--- config.mk ---
export PLATFORM = sky130hd
export DESIGN_NAME = pwm_update_scheduler
export DESIGN_NICKNAME = d
export VERILOG_FILES = /design/src/rtl/pwm_sched_pkg.sv /design/src/rtl/pwm_prescaler.sv /design/src/rtl/pwm_update_scheduler.sv
export SDC_FILE = /design/constraint.sdc
export NUM_CORES = 1
export LEC_CHECK = 0
export CAP_MARGIN = 10
export CORE_MARGIN = 2
export CORE_UTILIZATION = 54
export CTS_CLUSTER_DIAMETER = 80
export DETAILED_ROUTE_END_ITERATION = 12
export HOLD_SLACK_MARGIN = 0.1
export PLACE_DENSITY = 0.85
export SYNTH_ARGS = -nofsm -noshare
export SYNTH_HDL_FRONTEND = slang
export SYNTH_SLANG_ARGS = --single-unit
--- constraint.sdc ---
create_clock -name clk -period 5.7 [get_ports clk]
set_input_delay 1.14 -clock clk [delete_from_list [all_inputs] [get_ports clk]]
set_output_delay 1.14 -clock clk [all_outputs]
set_load 0.01 [all_outputs]
--- src/rtl/pwm_sched_pkg.sv ---
// rtl/pwm_sched_pkg.sv - register map, scheduler states and write helpers for the PWM update scheduler
package pwm_sched_pkg;

  localparam logic [6:0] ADDR_EN_OUT_LO = 7'h00;
  localparam logic [6:0] ADDR_EN_OUT_HI = 7'h01;
  localparam logic [6:0] ADDR_EN_PWM_LO = 7'h02;
  localparam logic [6:0] ADDR_EN_PWM_HI = 7'h03;
  localparam logic [6:0] ADDR_DUTY      = 7'h04;

  localparam int NUM_REGS = 5;

  typedef enum logic [1:0] {
    IDLE   = 2'd0,
    STAGED = 2'd1,
    COMMIT = 2'd2
  } sched_state_e;

  // One complete register set; shadow and committed copies share this layout
  typedef struct packed {
    logic [15:0] en_out;
    logic [15:0] en_pwm;
    logic [7:0]  duty;
  } pwm_regs_t;

  function automatic logic addr_mapped(input logic [6:0] addr);
    return addr < 7'(NUM_REGS);
  endfunction

  // Returns the register set with one byte replaced; unmapped addresses leave it untouched
  function automatic pwm_regs_t apply_write(input pwm_regs_t regs, input logic [6:0] addr,
                                            input logic [7:0] data);
    pwm_regs_t nxt;
    nxt = regs;
    case (addr)
      ADDR_EN_OUT_LO: nxt.en_out[7:0]  = data;
      ADDR_EN_OUT_HI: nxt.en_out[15:8] = data;
      ADDR_EN_PWM_LO: nxt.en_pwm[7:0]  = data;
      ADDR_EN_PWM_HI: nxt.en_pwm[15:8] = data;
      ADDR_DUTY:      nxt.duty         = data;
      default:        ;
    endcase
    return nxt;
  endfunction

endpackage

--- src/rtl/pwm_prescaler.sv ---
// rtl/pwm_prescaler.sv - divides the system clock into a one-clock tick every DIV clocks
module pwm_prescaler #(
  parameter int DIV = 3000
) (
  input  logic clk,
  input  logic rst,
  output logic tick
);

  localparam logic [15:0] LAST = 16'(DIV - 1);

  logic [15:0] count;

  assign tick = (count == LAST);

  // Count 0..DIV-1 and restart; with DIV=1 the count stays 0 and tick is always high
  always_ff @(posedge clk) begin
    if (rst) begin
      count <= '0;
    end else if (tick) begin
      count <= '0;
    end else begin
      count <= count + 16'd1;
    end
  end

endmodule

--- src/rtl/pwm_update_scheduler.sv ---
// rtl/pwm_update_scheduler.sv - boundary-committed PWM register writes and pin drive; PWM_SHADOW_EN enables shadow staging
module pwm_update_scheduler
  import pwm_sched_pkg::*;
#(
  parameter int DIV = 3000
) (
  input  logic        clk,
  input  logic        rst,
  input  logic        wr_valid,
  output logic        wr_ready,
  input  logic [6:0]  wr_addr,
  input  logic [7:0]  wr_data,
  output logic        wr_err,
  output logic        pending,
  output logic        period_start,
  output logic [15:0] en_out,
  output logic [15:0] en_pwm,
  output logic [7:0]  duty,
  output logic [15:0] pwm_o
);

  logic      tick;
  logic      wrap;
  logic      wrap_q;
  logic      wr_fire;
  logic      pwm_bit;
  logic [7:0] cnt;
  logic [15:0] pwm_nxt;
  pwm_regs_t live_q;
  pwm_regs_t pin_src;

  pwm_prescaler #(.DIV(DIV)) u_prescaler (
    .clk  (clk),
    .rst  (rst),
    .tick (tick)
  );

  assign wrap    = tick && (cnt == 8'hFF);
  assign wr_fire = wr_valid && wr_ready;

  // Period counter advances once per prescaler tick and wraps 255 -> 0
  always_ff @(posedge clk) begin
    if (rst) begin
      cnt <= '0;
    end else if (tick) begin
      cnt <= cnt + 8'd1;
    end
  end

  // period_start trails wrap by two clocks so it lines up with the first pin value of the new period
  always_ff @(posedge clk) begin
    if (rst) begin
      wrap_q       <= 1'b0;
      period_start <= 1'b0;
    end else begin
      wrap_q       <= wrap;
      period_start <= wrap_q;
    end
  end

  // Flag accepted writes that hit no register
  always_ff @(posedge clk) begin
    if (rst) begin
      wr_err <= 1'b0;
    end else begin
      wr_err <= wr_fire && !addr_mapped(wr_addr);
    end
  end

`ifdef PWM_SHADOW_EN
  sched_state_e state;
  sched_state_e state_nxt;
  pwm_regs_t    shadow_q;
  logic         commit_en;

  // State register
  always_ff @(posedge clk) begin
    if (rst) begin
      state <= IDLE;
    end else begin
      state <= state_nxt;
    end
  end

  // Stage on the first mapped write, commit on the period wrap
  always_comb begin
    state_nxt = state;
    case (state)
      IDLE:    if (wr_fire && addr_mapped(wr_addr)) state_nxt = STAGED;
      STAGED:  if (wrap) state_nxt = COMMIT;
      COMMIT:  state_nxt = IDLE;
      default: state_nxt = IDLE;
    endcase
  end

  // Writes are held off while the boundary copy is in flight so none is lost or half-applied
  always_comb begin
    wr_ready  = 1'b1;
    pending   = 1'b0;
    commit_en = 1'b0;
    case (state)
      STAGED: begin
        pending  = 1'b1;
        wr_ready = !wrap;
      end
      COMMIT: begin
        pending   = 1'b1;
        wr_ready  = 1'b0;
        commit_en = 1'b1;
      end
      default: ;
    endcase
  end

  // Shadow copy collects writes; last write to an address wins
  always_ff @(posedge clk) begin
    if (rst) begin
      shadow_q <= '0;
    end else if (wr_fire) begin
      shadow_q <= apply_write(shadow_q, wr_addr, wr_data);
    end
  end

  // All five registers move to the committed set together
  always_ff @(posedge clk) begin
    if (rst) begin
      live_q <= '0;
    end else if (commit_en) begin
      live_q <= shadow_q;
    end
  end

  // During COMMIT the pins already use the incoming set, so cnt=0 never shows with stale settings
  assign pin_src = commit_en ? shadow_q : live_q;
`else
  assign wr_ready = 1'b1;
  assign pending  = 1'b0;

  // Writes go straight to the committed set; mid-period glitches are accepted in this build
  always_ff @(posedge clk) begin
    if (rst) begin
      live_q <= '0;
    end else if (wr_fire) begin
      live_q <= apply_write(live_q, wr_addr, wr_data);
    end
  end

  assign pin_src = live_q;
`endif

  assign en_out = live_q.en_out;
  assign en_pwm = live_q.en_pwm;
  assign duty   = live_q.duty;

  // Pin function: duty 0 is constant low, duty 0xFF constant high
  always_comb begin
    pwm_bit = (pin_src.duty == 8'hFF) || (cnt < pin_src.duty);
    pwm_nxt = pin_src.en_out & (~pin_src.en_pwm | {16{pwm_bit}});
  end

  // Registered pin drive
  always_ff @(posedge clk) begin
    if (rst) begin
      pwm_o <= '0;
    end else begin
      pwm_o <= pwm_nxt;
    end
  end

endmodule

==> run metrics, run 1 <==
Unique masters post-synth 41; Synth area leader dfxtp_1; CP max-delay cell nand4b_1; area delta synth->final 27.9%; Setup Buffers After CTS 0; routed wire length 7650 um; FP Rows 29; Mapped Nets 379; commonest cells in the netlist dfxtp_1, nor2_1, mux2i_1; pwr dens 237 nW/um^2; PostCTS Resize Cnt 0; ys flop type dfxtp_1; DR vias 2737; Die Y 83.9 um; GRT Max-Usage Layer met2; die area 7030 um^2; GR Layer Usage met3 5.44%; DRT iter0 DRCs 119; Skew-Pair Late Insertion Delay 350 ps; pin count of the biggest net entering global routing 50; Critical Path Sink Type flop; Synth Register Bits 83; Synth top area share 48.3%; clock tree buffer depth 2; required time worst endpoint 5920 ps; max cap viols 0; max_slew headroom 52.6%; Leak 1.90 nW; final hold violations 0; CTS root buf clkbuf_8; worst path cell trace clkdlybuf4s50_1 > nor4_4 > nand4b_1 > mux2i_1 > nor2_1; Switch Pwr 0.000228 W; Net Sw Frac 21.8%; Warnings, synthesis 0; Detailed Place HPWL 5440 um; clock sink count 83; Max Slew Vio Count 0; critical path fanouts, max 8; Synth Instances 352; diodes inserted 0; Max Clock Skew 7.62 ps; vias in the first global route 2585; area of the multi-input gates 1660 um^2; crit start category input port; post-placement cell area 4200 um^2; routability cong. 0.828; met2 usage 37.1%; number of routed nets with antenna violations 0; Clk network pwr share 39.8%; Worst-Margin Slew 711 ps; Setup violations, final 0; CTS tree done; RSZ-0062 raised after global routing no; met1 Resource Use GR 27.6%; FFs w/ async S/R, synth 0%; Peak Freq 0.357 GHz; Avg Cell Area, Syn 9.78 um^2; WS Path Type input port to flop; Initial Util 55.2%; Inserted Clock Buffers 9; status finished clean; min cycle time layout 2800 ps; clock-pin slew on the worst setup and hold paths 80 ps; nets 450; share of layout cells above drive strength 1 6.31%; routed len/inst 15.1 um; Sequential Area 1660 um^2; Core Area 6240 um^2; grt ovf 0; VDD IR max 162 uV; Tightest Hold Check Type flop to flop; initial antenna violation count 0; router iterations before antenna repair 4; sequential power share 56.1%; Worst Path Arrival 3020 ps; most frequent cell after synthesis dfxtp_1; Synth Cell Area 3440 um^2; internal power 0.000814 W; GRT Total Usage 22.2%; EDFF count, synth 0; Port Buffers 75; CTS H-tree depth 3; setup total negative slack 0 ps; I/O pin count 78; # fillers 490; vias per cell 5.42; CTS Hold Bufs 0; post-synthesis sequential area ratio 48.3%; fin area 4400 um^2; share of total power in combinational logic 4.1%; Worst path max stage delay 560 ps; first-pass GRT wire length 12500 um; Tcrit/Tclk final 49.1%; DRC 0; die width 83.9 um; synth top area cells dfxtp_1, mux2i_1, nor2_1
==> flip-flops by register name (all words and copies together) (netlist names) <==
register           cells
pwm_o                 16
wr_err                 1
wrap_q                 1
period_start           1
cnt                    8
en_out                16
u_prescaler.count     16
duty                   8
en_pwm                16
==> worst max-delay path: cells and delay by family <==
family / cells / cell delay (ps)
buf+inv: 1 / 450
mux: 1 / 340
simple gates: 3 / 1090
==> cell usage in the layout (no fill, tap or decap), types with 2 or more instances in the layout <==
master	instances
nand2b_1	18
clkdlybuf4s50_1	74
a21oi_1	27
o21ai_0	6
nand3_1	9
buf_4	2
mux2i_1	40
xnor2_1	3
inv_1	9
or4_1	4
and2_1	2
nor2_1	59
ha_1	9
nand4_2	3
nand4b_1	4
nor4_1	2
or3_1	4
and4_2	2
conb_1	2
and3_1	2
clkinv_2	3
nand2_1	7
nand4_1	7
and4_1	4
clkbuf_8	10
o31ai_1	4
dfxtp_1	83
nor2b_1	3
xor2_1	10
nor4_4	2
==> final cells by class <==
cell class	instances	share of cell area, %
Timing Repair Buffer	77	17.3
Tap cell	77	2.19
Multi-Input combinational cell	243	37.6
Inverter	9	0.767
Sequential cell	83	37.7
Clock inverter	5	1.19
Clock buffer	11	3.21
==> stage by stage <==
stage | worst slack, ps | utilization, % | power, W | hold WS (ps) | std cells
CTS | 2900 | 70.4 | 0.00105 | 451 | 504
finish | 2900 | 70.6 | 0.00104 | 445 | 505
detailed placement | 2540 | 67.3 | 0.000640 | 432 | 488
global route | 2780 | 70.6 | 0.00108 | 471 | 505
global placement | 2640 | 67.3 | 0.000640 | 426 | 488
floorplan | 3420 | - | 0.000620 | 414 | 352
==> logic make-up (layout without fill, tap and decap cells) <==
family | Yosys count | count (layout) | share of synthesized area [%]
flops | 83 | 83 | 48.3
buf+inv | 26 | 102 | 3.82
compound gates | 42 | 42 | 6.90
fa+ha+maj | 9 | 9 | 3.27
other cells | 2 | 2 | 0.218
mux | 40 | 40 | 11.6
xor+xnor | 13 | 13 | 3.31
simple gates | 137 | 137 | 22.6
==> final timing paths <==
path	from	end	slack, ps	cells after the start
setup / recovery	wr_addr[5]	en_out[4]	2900	5
hold / removal	wrap_q	period_start	440	1
setup reg to reg	duty[5]	pwm_o[12]	3400	7
hold reg to reg	wrap_q	period_start	440	1
==> power by group through the flow <==
stage	logic, W	registers, W	clock network [W]
after floorplan	0.0000220	0.000598	0
after detailed placement	0.0000422	0.000598	0
after global routing	0.0000464	0.000585	0.000445
final	0.0000426	0.000585	0.000415
after global placement	0.0000416	0.000598	0
after CTS	0.0000424	0.000585	0.000421
==> routing by layer <==
metal  vias up  part of all wire [%]
li1       1363                     -
met1      1296                    44
met2        67                    49
met3        11                   5.2
met4         0                   1.2
met5         -                     0
Note: power is estimated with default switching activity, not from simulation.
==> run 2: changes to the inputs <==
- CORE_UTILIZATION: 54 -> 50
- PLACE_DENSITY: 0.85 -> 0.8
- clock period: 5.7 -> 2.8 ns (I/O delays scaled with it)
==> run 2 against run 1 <==
Against the previous run: core utilization down 4.6 points; cell count grew 1.2%; sequential share of layout area down 0.23 points; clock-buffer cell count grew 1; via count fell by 0.58%; design area up 0.63%.
==> run metrics, run 2 (synthesis results as in run 1) <==
Setup violations, final 0; Skew-Pair Late Insertion Delay 340 ps; Leak 1.90 nW; share of layout cells above drive strength 1 6.73%; PostCTS Resize Cnt 0; min cycle time layout 2100 ps; vias per cell 5.32; I/O pin count 78; WL met3 306 um; CP Buf/Inv Count 0; max cap viols 0; DRT iter0 DRCs 149; Worst Path Arrival 2370 ps; CTS H-tree depth 3; top layer in use met4; status finished clean; VDD IR max 358 uV; Peak Freq 0.477 GHz; # fillers 529; Core Area 6720 um^2; router iterations before antenna repair 4; routed wire length 7530 um; number of routed nets with antenna violations 0; area delta synth->final 28.7%; grt ovf 0; Worst R2R End cnt[7]; clock tree buffer depth 2; Inserted Clock Buffers 9; R2R Setup Slk 700 ps; clock sink count 83; initial antenna violation count 0; CTS root buf clkbuf_8; diodes inserted 0; Setup Buffers After CTS 0; setup total negative slack 0 ps; Initial Util 51.2%; GRT Total Usage 20.8%; crit start category flop; clock-pin slew on the worst setup and hold paths 80 ps; Max Clock Skew 8.09 ps; RSZ-0062 raised after global routing no; commonest non-fill, non-tap cell in the layout dfxtp_1; Place WS 362 ps; vias in the first global route 2561; pin count of the biggest net entering global routing 49; critical path fanouts, max 14; CTS Hold Bufs 0; WS Path Type flop to flop; Register-to-Register Path Depth 5; Tightest Hold Check Type flop to flop; Top delay family on crit path simple AND/OR/NAND/NOR gates; pwr dens 479 nW/um^2; Hold Crit Depth 1; Tcrit/Tclk final 74.9%; Worst-Margin Slew 519 ps; die width 87.0 um; Final WS setup 703 ps; met2 wire len 3640 um; Port Buffers 75; DRC 0; Max Slew Vio Count 0; nets 453; required time worst endpoint 3070 ps; Critical Path Sink Type flop; Die Y 87.0 um; commonest non-fill, non-tap cells in the layout dfxtp_1, clkdlybuf4s50_1, nor2_1; max_slew headroom 64.5%; CTS tree done; Met1 Wirelength 3520 um; Worst path max stage delay 640 ps; worst path cell trace ha_1 > and3_1 > nand4_1 > or4_1 > a21oi_1; min-delay src wrap_q; CP max-delay cell or4_1; DR vias 2721; first-pass GRT wire length 12400 um; die area 7570 um^2; Worst R2R Start u_prescaler.count[0]; CP startpoint u_prescaler.count[0]; final hold violations 0; Worst Hold End period_start; Detailed Place HPWL 5390 um; routability cong. 0.772; FP Rows 30; routed len/inst 14.7 um
==> run 2: worst register-to-register path, delay by kind of cell, from the launching register on <==
| kind | cells | cell delay [ps] |
|---|---|---|
| DFF | 1 | 370 |
| AOI/OAI and AO/OA | 1 | 160 |
| adders and majority gates | 1 | 250 |
| and+or+nand+nor | 3 | 1250 |
==> run 2: worst max path at each step <==
stage                     slack (ps)         end  depth (start not counted)
after CTS                        710      cnt[7]                          5
after floorplan                  790    pwm_o[0]                          7
after global routing             570      cnt[6]                          5
after global placement           410  en_out[14]                          5
after detailed placement         360   en_out[8]                          5
final                            700      cnt[7]                          5
==> run 2: power by group <==
group | leakage [nW] | internal, W | switching, W
Clock | 0.0926 | 0.000436 | 0.000409
Sequential | 0.669 | 0.00119 | 0.00000501
Combinational | 1.14 | 0.0000409 | 0.0000470
==> run 2: stage by stage <==
step                hold WS, ps  std cells  utilization [%]  total power, W  cell area [um^2]
floorplan                   414        352                -         0.00126              3440
CTS                         451        511             66.0         0.00214              4430
global route                472        511             66.0         0.00220              4430
detailed placement          432        495             63.1         0.00131              4240
finish                      441        511             66.0         0.00212              4430
global placement            420        495             63.1         0.00130              4240
==> run 2: layer usage <==
metal	track usage [%]	vias up
li1	-	1363
met1	27.5	1297
met2	33.2	56
met3	5.02	5
met4	7.53	0
met5	0	-
==> run 2: final cells by class <==
type	count	area (um^2)	share of cell area (%)
well taps	80	100	2.26
clock inverters	4	50.0	1.13
clock buffers	12	145	3.27
multi-input cells	243	1660	37.4
repair buffers	80	783	17.7
flip-flops and latches	83	1660	37.5
inverters	9	33.8	0.762
